$ cat src/rtl/fifo_drain_serializer_pkg.sv
// Shared widths and types for the FIFO drain serializer.
package fifo_drain_pkg;

  localparam int unsigned IN_WIDTH   = 256;
  localparam int unsigned OUT_WIDTH  = 64;
  localparam int unsigned BEATS      = IN_WIDTH / OUT_WIDTH;
  localparam int unsigned BEAT_IDX_W = (BEATS > 1) ? $clog2(BEATS) : 1;

  typedef logic [1:0] occ_t;

  // Slots held by buffered words plus the in-flight pop, minus a head retiring this cycle.
  function automatic logic [1:0] slots_used(input occ_t occ, input logic pend, input logic retire);
    return occ + 2'(pend) - 2'(retire);
  endfunction

endpackage

$ cat src/rtl/fifo_drain_serializer_if.sv
// FIFO read port plus beat stream; master is the serializer side.
interface fifo_drain_serializer_if #(
  parameter int unsigned IN_WIDTH  = fifo_drain_pkg::IN_WIDTH,
  parameter int unsigned OUT_WIDTH = fifo_drain_pkg::OUT_WIDTH
) ();

  logic                 fifoEmpty;
  logic                 fifoPop;
  logic [IN_WIDTH-1:0]  fifoData;
  logic                 txValid;
  logic                 txReady;
  logic [OUT_WIDTH-1:0] txData;
  logic                 txLast;

  modport master (
    input  fifoEmpty, fifoData, txReady,
    output fifoPop, txValid, txData, txLast
  );

  modport slave (
    output fifoEmpty, fifoData, txReady,
    input  fifoPop, txValid, txData, txLast
  );

endinterface

$ cat src/rtl/fifo_drain_serializer_word_buffer.sv
// Two-entry head/tail word buffer: capture into first free slot, retire head, flush.
module drain_word_buffer #(
  parameter int unsigned W = fifo_drain_pkg::IN_WIDTH
) (
  input  logic                 clk,
  input  logic                 rst,
  input  logic                 capture,
  input  logic [W-1:0]         cap_data,
  input  logic                 retire,
  input  logic                 flush,
  output logic [W-1:0]         head,
  output fifo_drain_pkg::occ_t occ
);
  import fifo_drain_pkg::*;

  logic [W-1:0] head_q, head_d;
  logic [W-1:0] tail_q, tail_d;
  occ_t         occ_q, occ_d, occ_r;

  // A retiring head frees its slot before the captured word is placed.
  always_comb begin
    head_d = head_q;
    tail_d = tail_q;
    occ_r  = occ_q - occ_t'(retire);
    occ_d  = occ_r;
    if (flush) begin
      occ_d = '0;
    end else begin
      if (retire) head_d = tail_q;
      if (capture) begin
        if (occ_r == '0) head_d = cap_data;
        else             tail_d = cap_data;
        occ_d = occ_r + 2'd1;
      end
    end
  end

  always_ff @(posedge clk or posedge rst) begin
    if (rst) begin
      head_q <= '0;
      tail_q <= '0;
      occ_q  <= '0;
    end else begin
      head_q <= head_d;
      tail_q <= tail_d;
      occ_q  <= occ_d;
    end
  end

  assign head = head_q;
  assign occ  = occ_q;

endmodule

$ cat src/rtl/fifo_drain_serializer.sv
// Drains the RAM FIFO read port and serializes each word into LSB-first beats.
// Optional accepted-beat counter port beatCount under `DRAIN_BEAT_COUNT_EN.
module fifo_drain_serializer #(
  parameter int unsigned IN_WIDTH  = fifo_drain_pkg::IN_WIDTH,
  parameter int unsigned OUT_WIDTH = fifo_drain_pkg::OUT_WIDTH
) (
  input  logic                     clockCore,
  input  logic                     resetCore,
  input  logic                     drainEnable,
  input  logic                     flush,
  fifo_drain_serializer_if.master  bus,
  output logic                     busy
`ifdef DRAIN_BEAT_COUNT_EN
  , output logic [15:0]            beatCount
`endif
);
  import fifo_drain_pkg::*;

  localparam int unsigned NBEATS = IN_WIDTH / OUT_WIDTH;
  localparam int unsigned IDX_W  = (NBEATS > 1) ? $clog2(NBEATS) : 1;

  logic              pop_pending_q, pop_pending_d;
  logic [IDX_W-1:0]  beat_idx_q, beat_idx_d;
  logic [IN_WIDTH-1:0] head;
  occ_t              occ;
  logic              accept, last_beat, retire, capture;

  drain_word_buffer #(.W(IN_WIDTH)) u_buf (
    .clk      (clockCore),
    .rst      (resetCore),
    .capture  (capture),
    .cap_data (bus.fifoData),
    .retire   (retire),
    .flush    (flush),
    .head     (head),
    .occ      (occ)
  );

  // Pop gating, beat mux and beat index; the in-flight pop reserves a buffer slot.
  always_comb begin
    bus.txValid   = (occ != '0);
    last_beat     = (beat_idx_q == IDX_W'(NBEATS - 1));
    bus.txLast    = bus.txValid && last_beat;
    bus.txData    = head[32'(beat_idx_q) * OUT_WIDTH +: OUT_WIDTH];
    accept        = bus.txValid && bus.txReady;
    retire        = accept && last_beat;
    capture       = pop_pending_q && !flush;
    bus.fifoPop   = !resetCore && drainEnable && !bus.fifoEmpty && !flush &&
                    (slots_used(occ, pop_pending_q, retire) < 2'd2);
    pop_pending_d = bus.fifoPop;
    busy          = (occ != '0) || pop_pending_q;
    beat_idx_d    = beat_idx_q;
    if (flush || retire) beat_idx_d = '0;
    else if (accept)     beat_idx_d = beat_idx_q + IDX_W'(1);
  end

  always_ff @(posedge clockCore or posedge resetCore) begin
    if (resetCore) begin
      pop_pending_q <= 1'b0;
      beat_idx_q    <= '0;
    end else begin
      pop_pending_q <= pop_pending_d;
      beat_idx_q    <= beat_idx_d;
    end
  end

`ifdef DRAIN_BEAT_COUNT_EN
  logic [15:0] beat_count_q, beat_count_d;

  // Saturating count of accepted beats.
  always_comb begin
    beat_count_d = beat_count_q;
    if (flush)                                  beat_count_d = '0;
    else if (accept && beat_count_q != 16'hFFFF) beat_count_d = beat_count_q + 16'd1;
  end

  always_ff @(posedge clockCore or posedge resetCore) begin
    if (resetCore) beat_count_q <= '0;
    else           beat_count_q <= beat_count_d;
  end

  assign beatCount = beat_count_q;
`endif

endmodule
$ cat src/flat_wrapper.sv
// flat-port wrapper written by rule: the top's interface ports become plain ports
module fifo_drain_serializer_flat import fifo_drain_pkg::*;
#(
  parameter int unsigned IN_WIDTH  = fifo_drain_pkg::IN_WIDTH,
  parameter int unsigned OUT_WIDTH = fifo_drain_pkg::OUT_WIDTH
)
  (clockCore, resetCore, drainEnable, flush, busy, bus_fifoEmpty, bus_fifoData, bus_txReady, bus_fifoPop, bus_txValid, bus_txData, bus_txLast);
  fifo_drain_serializer_if #(.IN_WIDTH(IN_WIDTH), .OUT_WIDTH(OUT_WIDTH)) bus_i ();
  input  logic clockCore;
  input  logic resetCore;
  input  logic drainEnable;
  input  logic flush;
  output logic busy;
  input wire logic [$bits(bus_i.fifoEmpty)-1:0] bus_fifoEmpty;
  input wire logic [$bits(bus_i.fifoData)-1:0] bus_fifoData;
  input wire logic [$bits(bus_i.txReady)-1:0] bus_txReady;
  output wire logic [$bits(bus_i.fifoPop)-1:0] bus_fifoPop;
  output wire logic [$bits(bus_i.txValid)-1:0] bus_txValid;
  output wire logic [$bits(bus_i.txData)-1:0] bus_txData;
  output wire logic [$bits(bus_i.txLast)-1:0] bus_txLast;
  assign bus_i.fifoEmpty = bus_fifoEmpty;
  assign bus_i.fifoData = bus_fifoData;
  assign bus_i.txReady = bus_txReady;
  assign bus_fifoPop = bus_i.fifoPop;
  assign bus_txValid = bus_i.txValid;
  assign bus_txData = bus_i.txData;
  assign bus_txLast = bus_i.txLast;
  fifo_drain_serializer #(.IN_WIDTH(IN_WIDTH), .OUT_WIDTH(OUT_WIDTH)) u_core (.clockCore(clockCore), .resetCore(resetCore), .drainEnable(drainEnable), .flush(flush), .bus(bus_i), .busy(busy));
endmodule
$ cat config.mk
export PLATFORM = sky130hd
export DESIGN_NAME = fifo_drain_serializer_flat
export DESIGN_NICKNAME = d
export VERILOG_FILES = /design/src/rtl/fifo_drain_serializer_pkg.sv /design/src/rtl/fifo_drain_serializer_if.sv /design/src/rtl/fifo_drain_serializer_word_buffer.sv /design/src/rtl/fifo_drain_serializer.sv /design/src/flat_wrapper.sv
export SDC_FILE = /design/constraint.sdc
export NUM_CORES = 1
export LEC_CHECK = 0
export ABC_AREA = 1
export ABC_CLOCK_PERIOD_IN_PS = 34000
export CORE_MARGIN = 1
export CORE_UTILIZATION = 40
export CTS_BUF_LIST = sky130_fd_sc_hd__clkbuf_8
export DETAILED_ROUTE_END_ITERATION = 8
export GPL_ROUTABILITY_DRIVEN = 0
export PLACE_DENSITY_LB_ADDON = 0.08
export SYNTH_ARGS = -nofsm -noshare
export SYNTH_HDL_FRONTEND = slang
export SYNTH_HIERARCHICAL = 1
export SYNTH_SLANG_ARGS = --single-unit
$ cat constraint.sdc
create_clock -name clockCore -period 34 [get_ports clockCore]
set_input_delay 6.8 -clock clockCore [delete_from_list [all_inputs] [get_ports clockCore]]
set_output_delay 6.8 -clock clockCore [all_outputs]
set_load 0.05 [all_outputs]
---- After elaboration in Yosys (flattened, before gate mapping) ----
Cells that the tools add are included.
W data, S select, Z words.
word-level totals
  register bits ........................... 517
  bits of input ports ..................... 262
  output and inout bits ................... 68
  word-level logic and storage cells ...... 39
operators by class
  add/subtract/negate cells ............... 5
  magnitude comparators ................... 1
  equality and inequality tests ........... 1
  shift-type cells ........................ 1
  multiplexer cells ....................... 7
  bitwise logic cells ..................... 2
  reduce and logical (&&, ||, !) cells .... 17
operators by type and width
  cell                   count
  $mux W256              3
  $shiftx A256 B9 Y64    1
  $logic_and A1 B1 Y1    8
  $mux W2                4
  $add A2 B1 Y2 const B  2
  $reduce_bool A2 Y1     2
  $sub A2 B1 Y2          2
  $logic_not A1 Y1       3
  $reduce_and A3 Y1      1
  $add A2 B1 Y2          1
  $eq A2 B2 Y1 const B   1
  $logic_not A2 Y1       1
  $logic_or A1 B1 Y1     2
  $lt A2 B2 Y1 const B   1
  $not A1 Y1             2

---- Logic depth before layout (Yosys ltp) ----
  word-level depth ........................ 7
  depth in mapped cells ................... 15

---- Hierarchy ----
Netlist, hierarchy kept.
modules (own cells, without submodules)
  module                 instances  cells an instance  area each (um^2)  seq. area each (um^2)
  drain_word_buffer      1          3606               25508.2           12862.3
  fifo_drain_serializer  1          530                2640.0            75.1

---- Least setup slack after synthesis ----
No wires, ideal clock.
  path type ............................... input to output
  start ................................... input bus_txReady
  end ..................................... output bus_fifoPop
  arrival time ............................ 8.172 ns
  required time ........................... 27.200 ns
  path slack .............................. 19.028 ns
  cell stages on the path ................. 6
  path through ............................ o21ai_0 nor2_1 ha_1 nor2_1 a21oi_1 nor2_1
between the ends
  cells in the longest elaborated chain, start to end .. 5
RTL lines
  what                 RTL line                         text
  from (decl)          flat_wrapper.sv:16               input wire logic [$bits(bus_i.txReady)-1:0] bus_txReady;
  $logic_and A1 B1 Y1  fifo_drain_serializer.sv:45      accept = bus.txValid && bus.txReady;
  $logic_and A1 B1 Y1  fifo_drain_serializer.sv:46      retire = accept && last_beat;
  net u_core.retire    fifo_drain_serializer.sv:26      logic accept, last_beat, retire, capture;
  $sub A2 B1 Y2        fifo_drain_serializer_pkg.sv:13  return occ + 2'(pend) - 2'(retire);
  $lt A2 B2 Y1         fifo_drain_serializer.sv:49      (slots_used(occ, pop_pending_q, retire) < 2'd2);
  $logic_and A1 B1 Y1  fifo_drain_serializer.sv:48      bus.fifoPop = !resetCore && drainEnable && !bus.fifoEmpty && !flush &&
  to (decl)            flat_wrapper.sv:17               output wire logic [$bits(bus_i.fifoPop)-1:0] bus_fifoPop;
The timed path passes the listed nets, and every way through them passes these cells.

---- Final worst setup path ----
Ends and elaborated chain as after synthesis.

==> reports/qor.csv <==
stage;metric;value;unit
setup_path;rr_worst_depth;15;
grt;grt_max_degree;225;
drt;viasPerCell;5.12;
cts;cts_setup_buffers;0;
cts;clk_pin_slew;0.05;ns
finish;syn2layout_area_growth;18.6;%
synth;synthFlopType;dfrtp_1;
cts;clock_path_buffers;3;
sta;max_slew.worst_pin.slew;1.15;ns
cts;numCtsBuffers;98;
finish;nets;4569;
cts;cts-root-buf;clkbuf_8;
grt;met2_usage;46.3;%
synth;ys_ff_latch;517;
drt;first_iter_violations;2688;
setup_path;worst_setup_path_start_kind;input pin;
die;initial_core_util;40.8;%
sta;clock.fmax;63.2;MHz
power;seqPwrFrac;43.8;%
finish;final_cell_mix;1931 x nand2_1, 610 x nor2_1, 518 x nand3_1, 515 x dfrtp_1, 328 x clkdlybuf4s50_1;
die;pin_count;330;
power;powerDensity;52.7;nW/um^2
synth;yosysWarnings;6;
sta;final.setup_skew;0.0164;ns
setup_path;worstReg2RegEnd;u_core/u_buf/head[139];
sta;maxSlewHeadroom;22.7;%
power;p_clk_share;35.3;%
setup_path;cp-end-kind;output pin;
cts;cts_resized;0;
synth;synth_cell_types;21;
die;die_area;71400;um^2
finish;nFillCells;7227;
cts;clk-insertion-delay-late;0.70;ns
drt;drc_errors;0;
drt;wl_per_cell;19.9;um
grt;use_met1;40.9;%
setup_path;crit_required;27.20;ns
synth;async_reset_ff_share;100;%
synth;synth-edff-count;0;
sta;rsz0062_at_grt;false;
status;status;complete, no violations;
synth;synth.cell_area;28100;um^2
die;fp.dieW;267;um
grt;first_global_vias;25100;
drt;wirelength;106000;um
synth;seq_area_frac_synth;46.0;%
die;core.rowCount;96;
run;drv_cap;0;
setup_path;crit_start;bus_txReady;
place;portBuffers;329;
cts;tritoncts;built;
sta;setup_viol;0;
setup_path;r2r_start;u_core/beat_idx_q[0];
setup_path;r2r_setup_slack;28.18;ns
finish;layout-drive-gt1-share;5.18;%
sta;hold_violations;0;
finish;final_cell_count_no_fill;5317;
grt;gr-total-overflow;0;
cts;ctsHoldBuffers;0;
setup_path;setup.worst_path.end;bus_fifoPop;
grt;track_usage;29.6;%
sta;period_minus_slack;15.82;ns
place;hpwl;66400;um
sta;tns;0;ns
finish;multi_input_area;13300;um^2
drt;drtPass1Iterations;5;
cts;cts_max_level;3;
drt;antenna_left;0;
sta;setup_slack;18.18;ns
min_path;hold_path_class;flip-flop to flip-flop;
place;dp.cells;5134;
grt;busiest_layer;met2;
grt;grtUsageMet3;6.46;%
sta;period_share;46.5;%
power;swShare;33.4;%
cts;clock_sinks;517;
finish;regArea;12900;um^2
power;internal_power;0.00117;W
power;p_comb_share;20.9;%
drt;vias;27200;
setup_path;critical_path_class;input pin to output pin;
synth;syn_nets;4402;
power;ir_worst_vdd;0.0370;mV
setup_path;worstPathArrival;9.02;ns
power;p_sw;0.000588;W
synth;syn_inst;4136;
setup_path;critPathMaxFanout;3;
finish;mostFrequentLayoutCell;nand2_1;
die;fp.dieH;267;um
place;post-place-ws;18.19;ns
finish;final_core_util;48.3;%
grt;grt_pass1_wl;159000;um
power;leakage;18.1;nW
synth;syn_area_per_cell;6.81;um^2
die;coreArea;69100;um^2
grt;antenna_found_initial;8;
sta;slew_viol_final;0;
registers in the layout, indices dropped and copies added, names as in the netlist:
name / cells
u_core/u_buf/tail_q: 256
u_core/u_buf/head: 256
u_core/beat_idx_q: 2
u_core/pop_pending_q: 1
u_core/u_buf/occ: 2
critical path, stage by stage:
cell and delay, ns:
clkdlybuf4s50_1 0.47, o21ai_0 0.19, nor2_4 0.14, ha_1 0.23
nor2_1 0.15, a21oi_1 0.06, nor2_1 0.15, clkdlybuf4s50_1 0.83
cells by family (layout without fill, tap and decap cells):
group / Yosys count / count (layout) / synth area share, %
AO/OA/AOI/OAI: 130 / 130 / 2.88
XOR/XNOR: 1 / 1 / 0.0311
adder cells (fa/ha/maj): 4 / 4 / 0.178
buffers and inverters: 379 / 622 / 6.84
other: 0 / 7 / 0
AND/OR/NAND/NOR: 3105 / 3105 / 44.1
flip-flops: 517 / 517 / 46.0
synthesized netlist by cell type, types with 2 or more instances:
master    number  share of area [%]
buf_1          2              0.027
clkbuf_1      31               0.41
nor2_1       612                8.2
nor2_2        41               0.91
buf_6         16               0.64
nand2_1     1932                 26
buf_4         28               0.75
dfrtp_1      517                 46
ha_1           4               0.18
o211ai_1      64                1.7
buf_2        220                3.9
nand3_1      518                9.2
inv_1         80                1.1
o21ai_0       25               0.44
o21ai_1       40               0.71
layer usage:
metal | part of all wire [%] | vias up
li1 | - | 13200
met1 | 44 | 12900
met2 | 46 | 921
met3 | 8.0 | 120
met4 | 2.5 | 4
met5 | 0.026 | -
through the flow:
stage	area (um^2)	hold slack [ns]	power, W
detailed placement	31400	0.458	0.00115
finish	33400	0.468	0.00176
CTS	33400	0.472	0.00177
global placement	31400	0.453	0.00114
floorplan	28100	0.442	0.000992
global route	33400	0.481	0.00185
area by class of cell:
| cell class | count | area share (%) |
|---|---|---|
| Inverter | 82 | 0.989 |
| Multi-Input combinational cell | 3240 | 39.9 |
| Tap cell | 931 | 3.49 |
| Clock inverter | 44 | 0.536 |
| Antenna cell | 7 | 0.0525 |
| Sequential cell | 517 | 38.8 |
| Clock buffer | 132 | 5.44 |
| Timing Repair Buffer | 364 | 10.8 |
power groups by stage:
stage          Sequential (W)  Combinational, W  Clock, W
6_report             0.000771          0.000368  0.000622
5_1_grt              0.000780          0.000410  0.000663
4_1_cts              0.000771          0.000369  0.000635
3_5_place_dp         0.000780          0.000367         0
3_3_place_gp         0.000779          0.000364         0
2_1_floorplan        0.000752          0.000240         0
how the worst min path moves through the flow:
stage	cells after the start	to	slack (ns)	start
after detailed placement	2	u_core/u_buf/tail_q[247]	0.46	u_core/u_buf/tail_q[247]
after global routing	2	u_core/u_buf/tail_q[57]	0.48	u_core/u_buf/tail_q[57]
after floorplan	2	u_core/u_buf/tail_q[230]	0.44	u_core/u_buf/tail_q[230]
after CTS	2	u_core/u_buf/tail_q[220]	0.47	u_core/u_buf/tail_q[220]
after global placement	2	u_core/u_buf/tail_q[247]	0.45	u_core/u_buf/tail_q[247]
final	2	u_core/u_buf/tail_q[168]	0.47	u_core/u_buf/tail_q[168]
No activity file was read; power rests on OpenSTA's default activity.
